## src/rtl/unsigned_multiplier.sv

```systemverilog
// Sequential shift-add unsigned multiplier: one multiplier bit per clock,
// WIDTH iterations to a registered 2*WIDTH-bit product with start/ready handshake.
module unsigned_multiplier #(
  parameter int WIDTH = 32
) (
  input  logic             clk,
  input  logic             reset,
  input  logic             start,
  input  logic [WIDTH-1:0] number_A,
  input  logic [WIDTH-1:0] number_B,
  output logic [WIDTH-1:0] product_hi,
  output logic [WIDTH-1:0] product_lo,
  output logic             overflow,
  output logic             busy,
  output logic             ready
);

  localparam int CNT_W = $clog2(WIDTH);

  typedef enum logic [1:0] {IDLE, RUN, DONE} state_t;

  state_t           state_q, state_d;
  logic [WIDTH:0]   acc_q, acc_d;
  logic [WIDTH-1:0] mplr_q, mplr_d;
  logic [WIDTH-1:0] mcand_q, mcand_d;
  logic [CNT_W-1:0] count_q, count_d;
  logic [WIDTH-1:0] prod_hi_q, prod_hi_d;
  logic [WIDTH-1:0] prod_lo_q, prod_lo_d;
  logic             ovf_q, ovf_d;
  logic             busy_q, busy_d;
  logic             ready_q, ready_d;
  logic [WIDTH:0]   sum;

  always_comb begin
    state_d   = state_q;
    acc_d     = acc_q;
    mplr_d    = mplr_q;
    mcand_d   = mcand_q;
    count_d   = count_q;
    prod_hi_d = prod_hi_q;
    prod_lo_d = prod_lo_q;
    ovf_d     = ovf_q;
    busy_d    = busy_q;
    ready_d   = ready_q;
    // acc MSB is always zero after a shift, so adding the full acc equals
    // adding its low WIDTH bits; the carry lands in sum[WIDTH].
    sum = acc_q + {1'b0, (mplr_q[0] ? mcand_q : '0)};

    case (state_q)
      IDLE, DONE: begin
        if (start) begin
          mplr_d  = number_A;
          mcand_d = number_B;
          acc_d   = '0;
          count_d = '0;
          busy_d  = 1'b1;
          ready_d = 1'b0;
          state_d = RUN;
        end
      end
      RUN: begin
        {acc_d, mplr_d} = {sum, mplr_q} >> 1;
        count_d = count_q + CNT_W'(1);
        if (count_q == CNT_W'(WIDTH-1)) begin
          prod_hi_d = acc_d[WIDTH-1:0];
          prod_lo_d = mplr_d;
          ovf_d     = |acc_d[WIDTH-1:0];
          busy_d    = 1'b0;
          ready_d   = 1'b1;
          state_d   = DONE;
        end
      end
      default: state_d = IDLE;
    endcase
  end

  always_ff @(posedge clk or negedge reset) begin
    if (!reset) begin
      state_q   <= IDLE;
      acc_q     <= '0;
      mplr_q    <= '0;
      mcand_q   <= '0;
      count_q   <= '0;
      prod_hi_q <= '0;
      prod_lo_q <= '0;
      ovf_q     <= 1'b0;
      busy_q    <= 1'b0;
      ready_q   <= 1'b0;
    end else begin
      state_q   <= state_d;
      acc_q     <= acc_d;
      mplr_q    <= mplr_d;
      mcand_q   <= mcand_d;
      count_q   <= count_d;
      prod_hi_q <= prod_hi_d;
      prod_lo_q <= prod_lo_d;
      ovf_q     <= ovf_d;
      busy_q    <= busy_d;
      ready_q   <= ready_d;
    end
  end

  assign product_hi = prod_hi_q;
  assign product_lo = prod_lo_q;
  assign overflow   = ovf_q;
  assign busy       = busy_q;
  assign ready      = ready_q;

endmodule

```

## config.mk

```make
export PLATFORM = sky130hd
export DESIGN_NAME = unsigned_multiplier
export DESIGN_NICKNAME = d
export VERILOG_FILES = /design/src/rtl/unsigned_multiplier.sv
export SDC_FILE = /design/constraint.sdc
export NUM_CORES = 1
export LEC_CHECK = 0
export BUFFER_PORTS_ARGS = -buffer_cell sky130_fd_sc_hd__clkbuf_2
export CAP_MARGIN = 20
export CORE_ASPECT_RATIO = 0.5
export CORE_MARGIN = 2
export CORE_UTILIZATION = 30
export DETAILED_ROUTE_END_ITERATION = 10
export PLACE_DENSITY = 0.5
export SLEW_MARGIN = 15
export SYNTH_ARGS = -nofsm -noshare
export SYNTH_HDL_FRONTEND = slang
export SYNTH_SLANG_ARGS = --single-unit
```

## constraint.sdc

```tcl
create_clock -name clk -period 4.4 [get_ports clk]
set_input_delay 0.22 -clock clk [delete_from_list [all_inputs] [get_ports clk]]
set_output_delay 0.22 -clock clk [all_outputs]
set_load 0.02 [all_outputs]
```

### Word level (Yosys, flattened, before mapping)

Index checks and enable logic that the tools add are counted.

* add/sub/neg operators: 2
* multipliers: 0
* div/mod/pow operators: 0
* $lt $le $gt $ge: 0
* equality and inequality tests: 5
* shifts and indexed selects: 0
* multiplexer cells: 16
* bitwise gates (word level): 0
* reductions and logical operators: 9

Operators with widths (number)
* 33-bit one-hot mux with 2 select lines: 1
* 32-bit two-way mux: 2
* 32-bit one-hot mux with 2 select lines: 1
* 33-bit by 32-bit adder with 33-bit output: 1
* 33-bit two-way mux: 1
* 32-bit OR reduction: 1
* 5-bit one-hot mux with 2 select lines: 1
* 2-bit AND reduction: 4
* 5-bit by 1-bit adder with 5-bit output (second input constant): 1
* 5-bit == test (second input constant): 1
* 5-bit two-way mux: 1
* 1-bit two-way mux: 4
* 2-bit two-way mux: 2
* 2-bit != test (second input constant): 2
* 1-bit one-hot mux with 2 select lines: 2
* 2-bit one-hot mux with 2 select lines: 1
* 3-bit AND reduction: 1
* 2-bit by 1-bit == test with 1-bit output (second input constant): 1
* 2-bit == test (second input constant): 1
* 2-bit logical NOT: 1
* 2-bit nonzero test: 1
* 2-bit OR reduction: 1

* flip-flop bits (word level): 171
* bits in latches: 0
* memory bits (writable): 0
* bits in read-only memories: 0
* output and inout bits: 67
* memories kept: 0

### Depth between registers and ports, before layout

Gate-level depths: netlist of the first run.

* depth in word-level cells: 4
* depth in mapped cells: 14
* depth with buffers taken out: 14

### Worst setup path before layout of the first run

Ideal clock, no wire load.

* path type: flip-flop to flip-flop
* start point: reg mplr_q[0]
* end point: reg ovf_q (netlist: overflow)
* setup time: 0.129 ns
* arrival: 3.432 ns
* data required time: 4.271 ns
* slack: 0.838 ns
* stages on the path, launching flop included: 14
* buffers on the path: 1
* path through: dfrtp_1 > clkbuf_1 > nand2_1 > fa_1 > and2b_1 > o2111ai_2 > a2111o_1 > nand3_1 > xor2_1 > or4_2 > nor4_1 > nand4_1 > nor4b_2 > a21oi_1

* word-level cells in the longest chain between the ends: 3

RTL lines
* start, declared: RTL line 24 `logic [WIDTH-1:0] mplr_q, mplr_d;`
* start signal, assigned: RTL line 92 `mplr_q <= mplr_d;`
* 32-bit two-way mux: RTL line 47 `sum = acc_q + {1'b0, (mplr_q[0] ? mcand_q : '0)};`
* 33-bit by 32-bit adder with 33-bit output: RTL line 47
* 32-bit OR reduction: RTL line 67 `ovf_d = |acc_d[WIDTH-1:0];`
* end signal, assigned: RTL line 97 `ovf_q <= ovf_d;`
* end, declared: RTL line 29 `logic ovf_q, ovf_d;`

No other way between the ends.
A chain may end at the register's enable or synchronous reset.

### Worst setup path after layout of the first run

Same ends and word-level chain as after synthesis.

==> results.md, run 1 <==
* Status: finished clean
* P per Cell Area at about 710 nW/µm²
* Crit-path max FO at 20
* VDD IR max at 0.000252 V
* First-pass GRT wire length at about 40 mm
* Via count at 7298
* GRT overflow at 0
* Final period util at around nine tenths
* Rel. slew slack at 29.0%
* Iteration-0 DRC count of the detailed router at between 400 and 500
* Most instantiated cells after synthesis: nand2_1, dfrtp_1, o21ai_0
* Crit Path Class: reg -> reg
* Skew-Pair Late Insertion Delay at 0.45 ns
* Crit-path most repeated cell: nor3_1
* Fmax at 0.249 GHz
* Boundary Pins at 134
* Area share of the largest cell type after synthesis at 49.0%
* Startpoint Class: register
* CP cell instances: buf_4 > nand2_1 > fa_1 > and2b_1 > o2111ai_2 > a2111o_1 > a311oi_1 > nor3_1 > o211a_1 > nor3_1 > nand3_1 > nor4b_2 > a21oi_1
* Total net switching power at 3.30 mW
* Final net count at 1196
* Die Wd at 244 µm
* Hold Path Class: in -> reg
* Fin area at 10900 µm²
* Req. time, crit path at around 4.7 ns
* Final min period at 4.01 ns
* I/O Buffers at 133
* Reg clk slew, reported paths at roughly 0.07 ns
* Yosys top cell by area: dfrtp_1
* Static leakage at around 5.4 nW
* Largest net degree at the start of global routing at between 90 and 100
* Most frequent cell after synthesis: nand2_1
* Root Buffer: clkbuf_16
* Async SR Flop Fraction at 100%
* Sequential Power Share at roughly 34%
* Number of enable flip-flop cells after synthesis at 0
* Setup bufs post-CTS at 0
* Die area at a little over 30000 µm²
* Post-DRT Antenna Nets at 0
* Fillcell total at 2882
* Clock Path Buffers at 2
* DIE HEIGHT at 124 µm
* Post-Syn Area at 8670 µm²
* Max H-tree Level at 4
* Clk pwr share at about a fifth
* Share of cells above drive strength 1 at 21.0%
* Hold slack at 0.0220 ns
* Initial core utilization at 30.9%
* Reg2reg setup slack at about 0.4 ns
* Count of pins over their slew limit at 0
* Setup violations, final at 0
* Sink Count at 170
* Dpl cell area at 9730 µm²
* Critical Path AT at around 4.3 ns
* Drt wl/cell at 16.2 µm
* Setup crit end kind: register
* Synthesis-to-layout area growth at 26.0%
* Mapped Cells at slightly above 900
* Switching share of total power at between 40% and 50%
* Register area share after synthesis at 49.0%
* Slew at the pin closest to its max-slew limit at 1.06 ns
* Cts bufs inserted at 17
* Yosys warning total at 0
* Hold Violations, Final at 0
* Comb pwr share at 46.4%
* RSZ-0062 raised after global routing: no
* Iteration count of the initial detailed-routing pass at 5
* Core area at 28100 µm²
* Initial antenna violation count at 0
* Vias in the first global route at about 7500
* Post-Route WL at 24.2 mm
* Routability cong. at 0.874
* Pint at about 4.5 mW
* Unique cell type count in the Yosys netlist at 64
* Number of synthesized register bits at 170
* Syn Nets at 1021
* Setup TNS at 0 ns
* Via/cell ratio at 4.90
* Syn avg cell area at 9.44 µm²
* Total track usage at 16.6%
* Num rows at 43
* TritonCTS clock tree: built
* # Max-Cap Violations at 0
* ANT cells at 0
* Fin Clk Skew at 0.0104 ns
* Ys flop type: dfrtp_1
* Area contributors post-synth: dfrtp_1, nand2_1, mux2_2
* DR DRC count at 0
* DP Wirelength at 16.6 mm
* Slowest stage delay, CP at 0.55 ns
* Slowest CP cell: a2111o_1
==> worst max-delay path, delay by kind of cell, from the launching register on <==
family                     cells  cell delay, ns
buffers and inverters          1            0.22
adders and majority gates      1            0.44
AOI/OAI and AO/OA              5            1.49
and+or+nand+nor                6            1.35
DFF                            1            0.37
==> power by group through the flow <==
stage	registers, mW	clock network, mW	logic, mW
floorplan	2.82	0	2.27
global placement	2.65	0	3.55
detailed placement	2.66	0	3.59
CTS	2.64	1.58	3.64
global route	2.73	1.65	4.03
finish	2.63	1.53	3.61
==> per-stage QoR <==
stage / power, mW / instances / util, % / setup WS, ns
floorplan: 5.08 / 919 / - / 0.838
global placement: 6.20 / 1396 / 34.7 / 0.622
detailed placement: 6.25 / 1396 / 34.7 / 0.480
CTS: 7.87 / 1488 / 38.9 / 0.441
global route: 8.41 / 1489 / 38.9 / 0.0712
finish: 7.77 / 1489 / 38.9 / 0.389
==> layer usage <==
layer	GRT usage (%)	up-vias	wire length (µm)
met5	0	-	0
met4	3.80	0	279
met3	4.06	23	867
met2	26.7	118	11500
met1	22.4	3590	11500
li1	-	3567	-
==> flip-flops by register name, summed over array words and instances, names as in the netlist <==
register    flops
state_q         2
ready           1
count_q         5
product_hi     32
product_lo     32
acc_q          32
busy            1
mplr_q         32
overflow        1
mcand_q        32
==> final timing paths <==
path / startpoint / end / cells past startpoint
worst max register to register: mplr_q[0]$_DFFE_PN0P_ / overflow$_DFFE_PN0P_ / 13
worst max-delay path: mplr_q[0]$_DFFE_PN0P_ / overflow$_DFFE_PN0P_ / 13
min in group asynchronous: reset / product_lo[5]$_DFFE_PN0P_ / 2
worst min-delay path: number_A[8] / mplr_q[8]$_DFFE_PN0P_ / 3
worst min register to register: mcand_q[24]$_DFFE_PN0P_ / mcand_q[24]$_DFFE_PN0P_ / 2
max in group asynchronous: reset / product_lo[8]$_DFFE_PN0P_ / 3
==> cell type report <==
class	instances	area (µm²)	share of cell area, %
clock buffer	17	425	3.89
clock inverter	15	161	1.48
timing repair buffer	207	1380	12.6
tap	382	478	4.37
sequential	170	4250	38.9
multi-input combinational	689	4200	38.4
inverter	9	33.8	0.309
==> kinds of logic (layout without fill, tap and decap cells) <==
family                     after synthesis  in the layout  synth area share [%]
adders and majority gates               35             35                  5.13
and+or+nand+nor                        383            383                  19.5
buffers and inverters                   60            248                  2.93
muxes                                   43             43                  5.52
xor gates and xnor gates                20             20                  2.02
DFF                                    170            170                  49.0
AOI/OAI and AO/OA                      208            208                  15.9
==> cell usage in the layout, fill, tap and decap left out, types with 5 or more instances in the layout <==
cell	count
xnor2_1	11
inv_6	7
o21a_1	8
buf_4	13
a21oi_1	33
nor3_1	6
and2_1	34
clkbuf_16	17
nand4_1	11
a21o_1	10
dlygate4sd3_1	61
o21ai_0	67
nand2_1	246
xor2_1	9
nand3_1	17
clkbuf_2	132
mux2_2	39
a22o_1	10
inv_1	9
a22oi_1	33
nor2_1	32
or3_1	5
dfrtp_1	170
ha_1	34
==> repair_timing <==
action	4_1_cts	5_1_grt
endpoints found under the hold margin	135	1
resized for setup	0	0
hold buffers	60	1
setup endpoints to repair	0	0
Note: power is estimated with default switching activity, not from simulation.
==> run 2, diff against run 1 <==
--- a/config.mk
+++ b/config.mk
@@ -12,7 +12,6 @@
 export CORE_UTILIZATION = 30
 export DETAILED_ROUTE_END_ITERATION = 10
 export PLACE_DENSITY = 0.5
-export SLEW_MARGIN = 15
 export SYNTH_ARGS = -nofsm -noshare
 export SYNTH_HDL_FRONTEND = slang
 export SYNTH_SLANG_ARGS = --single-unit
==> constraint.sdc (replaced) <==
create_clock -name clk -period 4.94 [get_ports clk]
set_input_delay 0.247 -clock clk [delete_from_list [all_inputs] [get_ports clk]]
set_output_delay 0.247 -clock clk [all_outputs]
set_load 0.02 [all_outputs]
==> results.md, run 2 (same netlist as run 1, synthesis figures left out) <==
* Status: finished clean
* I/O Buffers at 133
* Register area at 4250 µm²
* TritonCTS clock tree: built
* Clock Path Buffers at 2
* Final net count at 1161
* Reg2reg setup slack at 0.67 ns
* Req. time, crit path at 5.25 ns
* Final min period at 4.27 ns
* Iteration count of the initial detailed-routing pass at 4
* R2r startpoint: mplr_q[0]$_DFFE_PN0P_
* Boundary Pins at roughly 130
* Die area at 30400 µm²
* DR DRC count at 0
* DP Wirelength at 16.3 mm
* CP Depth at 14
* Post-Route WL at 23.7 mm
* Setup violations, final at 0
* RSZ-0062 raised after global routing: no
* Die Wd at 244 µm
* Slew at the pin closest to its max-slew limit at 1.06 ns
* ANT cells at 0
* Count of pins over their slew limit at 0
* Initial antenna violation count at 0
* Critical Path AT at between 4 and 5 ns
* Core area at 28100 µm²
* P per Cell Area at 644 nW/µm²
* Slowest stage delay, CP at 0.62 ns
* Reg clk slew, reported paths at 0.07 ns
* Drt wl/cell at 16.3 µm
* Worst R2R End: overflow$_DFFE_PN0P_
* Startpoint Class: register
* Max H-tree Level at 4
* Hold Path Class: in -> reg
* CP bufs+invs at 1
* Pre-CTS setup slack at between 0.7 and 0.8 ns
* CP endpoint: overflow$_DFFE_PN0P_
* Share of cells above drive strength 1 at 20.9%
* Fillcell total at 2901
* Commonest non-fill, non-tap cell in the layout: nand2_1
* Most frequent cells in the layout: nand2_1, dfrtp_1, clkbuf_2, o21ai_0, mux2_2
* Hold Violations, Final at 0
* Fin Clk Skew at 0.00967 ns
* Top delay family on crit path: compound AO/OA/AOI/OAI gates
* Synthesis-to-layout area growth at 21.9%
* Root Buffer: clkbuf_16
* DIE HEIGHT at 124 µm
* Rel. slew slack at 29.7%
* Sink Count at 170
* Largest net degree at the start of global routing at between 90 and 100
* CP cell instances: and2_1 > ha_1 > inv_1 > fa_1 > and2b_1 > o2111ai_2 > a2111o_1 > a311oi_1 > nor3_1 > o211a_1 > nor3_1 > nand3_1 > nor4b_2 > a21oi_1
* Crit Path Class: reg -> reg
* Crit-path most repeated cell: nor3_1
* Worst Setup SP: mplr_q[0]$_DFFE_PN0P_
* Initial core utilization at 30.9%
* Setup crit end kind: register
* Vias in the first global route at 7333
* Skew-Pair Late Insertion Delay at ~0.44 ns
* Num rows at between 40 and 50
* Setup TNS at 0 ns
* Crit-path max FO at 19
* # Max-Cap Violations at 0
* Via/cell ratio at just under 5
* Fmax at about 0.23 GHz
* Post-DRT Antenna Nets at 0
* Iteration-0 DRC count of the detailed router at 379
* Via count at 7109
* Slowest CP cell: dfrtp_1
* GRT overflow at 0
* Final period util at 86.4%
* Total track usage at 16.3%
* First-pass GRT wire length at 39.4 mm
* Cts bufs inserted at 17
* Static leakage at 5.23 nW
* R2R cell count at 14
* Final WS setup at 0.669 ns
* Routability cong. at 0.881
* VDD IR max at 0.000213 V
* Area of the multi-input gates at between 4000 and 5000 µm²
## run 2: cell types whose count changed in the layout (fill, tap and decap cells not counted)
cell,change
buf_4,-4
inv_6,-7
clkbuf_1,+3
dlygate4sd3_1,-31
clkinv_2,-1
clkbuf_8,+3
clkinvlp_4,+2
clkinv_4,-2
## run 2: cell type report
cell class	instances	share of cell area, %
Tap cell	382	4.52
Multi-Input combinational cell	689	39.7
Timing Repair Buffer	172	9.83
Inverter	9	0.320
Clock buffer	23	4.52
Clock inverter	7	0.876
Sequential cell	170	40.2
## run 2: where the power goes
part	switching, mW	internal, mW	total (mW)
logic	1.94	1.19	3.13
clock network	0.543	0.777	1.32
registers	0.370	1.99	2.36
## run 2: worst min path at each step
stage                                            to  cells after the start  slack (ns)         start
after floorplan                acc_q[0]$_DFFE_PN0P_                      0       -0.05         reset
after global placement        mplr_q[6]$_DFFE_PN0P_                      1        0.35         reset
after detailed placement  product_lo[5]$_DFFE_PN0P_                      1        0.35         reset
after CTS                   mcand_q[18]$_DFFE_PN0P_                      3       0.002  number_B[18]
after global routing         mplr_q[14]$_DFFE_PN0P_                      3        0.02  number_A[14]
final                       mcand_q[18]$_DFFE_PN0P_                      3        0.02  number_B[18]
## run 2: layer usage
layer | global-route usage [%] | wire length [µm] | up-vias | part of all wire [%]
li1 | - | - | 3482 | -
met1 | 22.0 | 11400 | 3501 | 48
met2 | 26.3 | 11200 | 103 | 47
met3 | 3.69 | 772 | 23 | 3.3
met4 | 4.63 | 350 | 0 | 1.5
met5 | 0 | 0 | - | 0
## run 2: per-stage QoR
step / total power, mW / cell area (µm²) / instances / hold WS (ns) / util, %
floorplan: 4.53 / 8670 / 919 / -0.0486 / -
global placement: 5.47 / 9700 / 1392 / 0.350 / 34.5
detailed placement: 5.51 / 9700 / 1392 / 0.349 / 34.5
CTS: 6.89 / 10600 / 1452 / 0.00177 / 37.6
global route: 7.38 / 10600 / 1452 / 0.0205 / 37.6
finish: 6.81 / 10600 / 1452 / 0.0167 / 37.6
## run 2: tightest hold or removal path: stages
cell	delay (ns)
clkbuf_2	0.08
nand2_1	0.04
nand2_1	0.05
## run 2: what timing repair did
item / in CTS / in global routing
endpoints found under the hold margin: 107 / 0
resized for setup: 0 / 0
setup buffers: 0 / 0
hold buffers: 30 / 0
endpoints found under the setup margin: 0 / 0
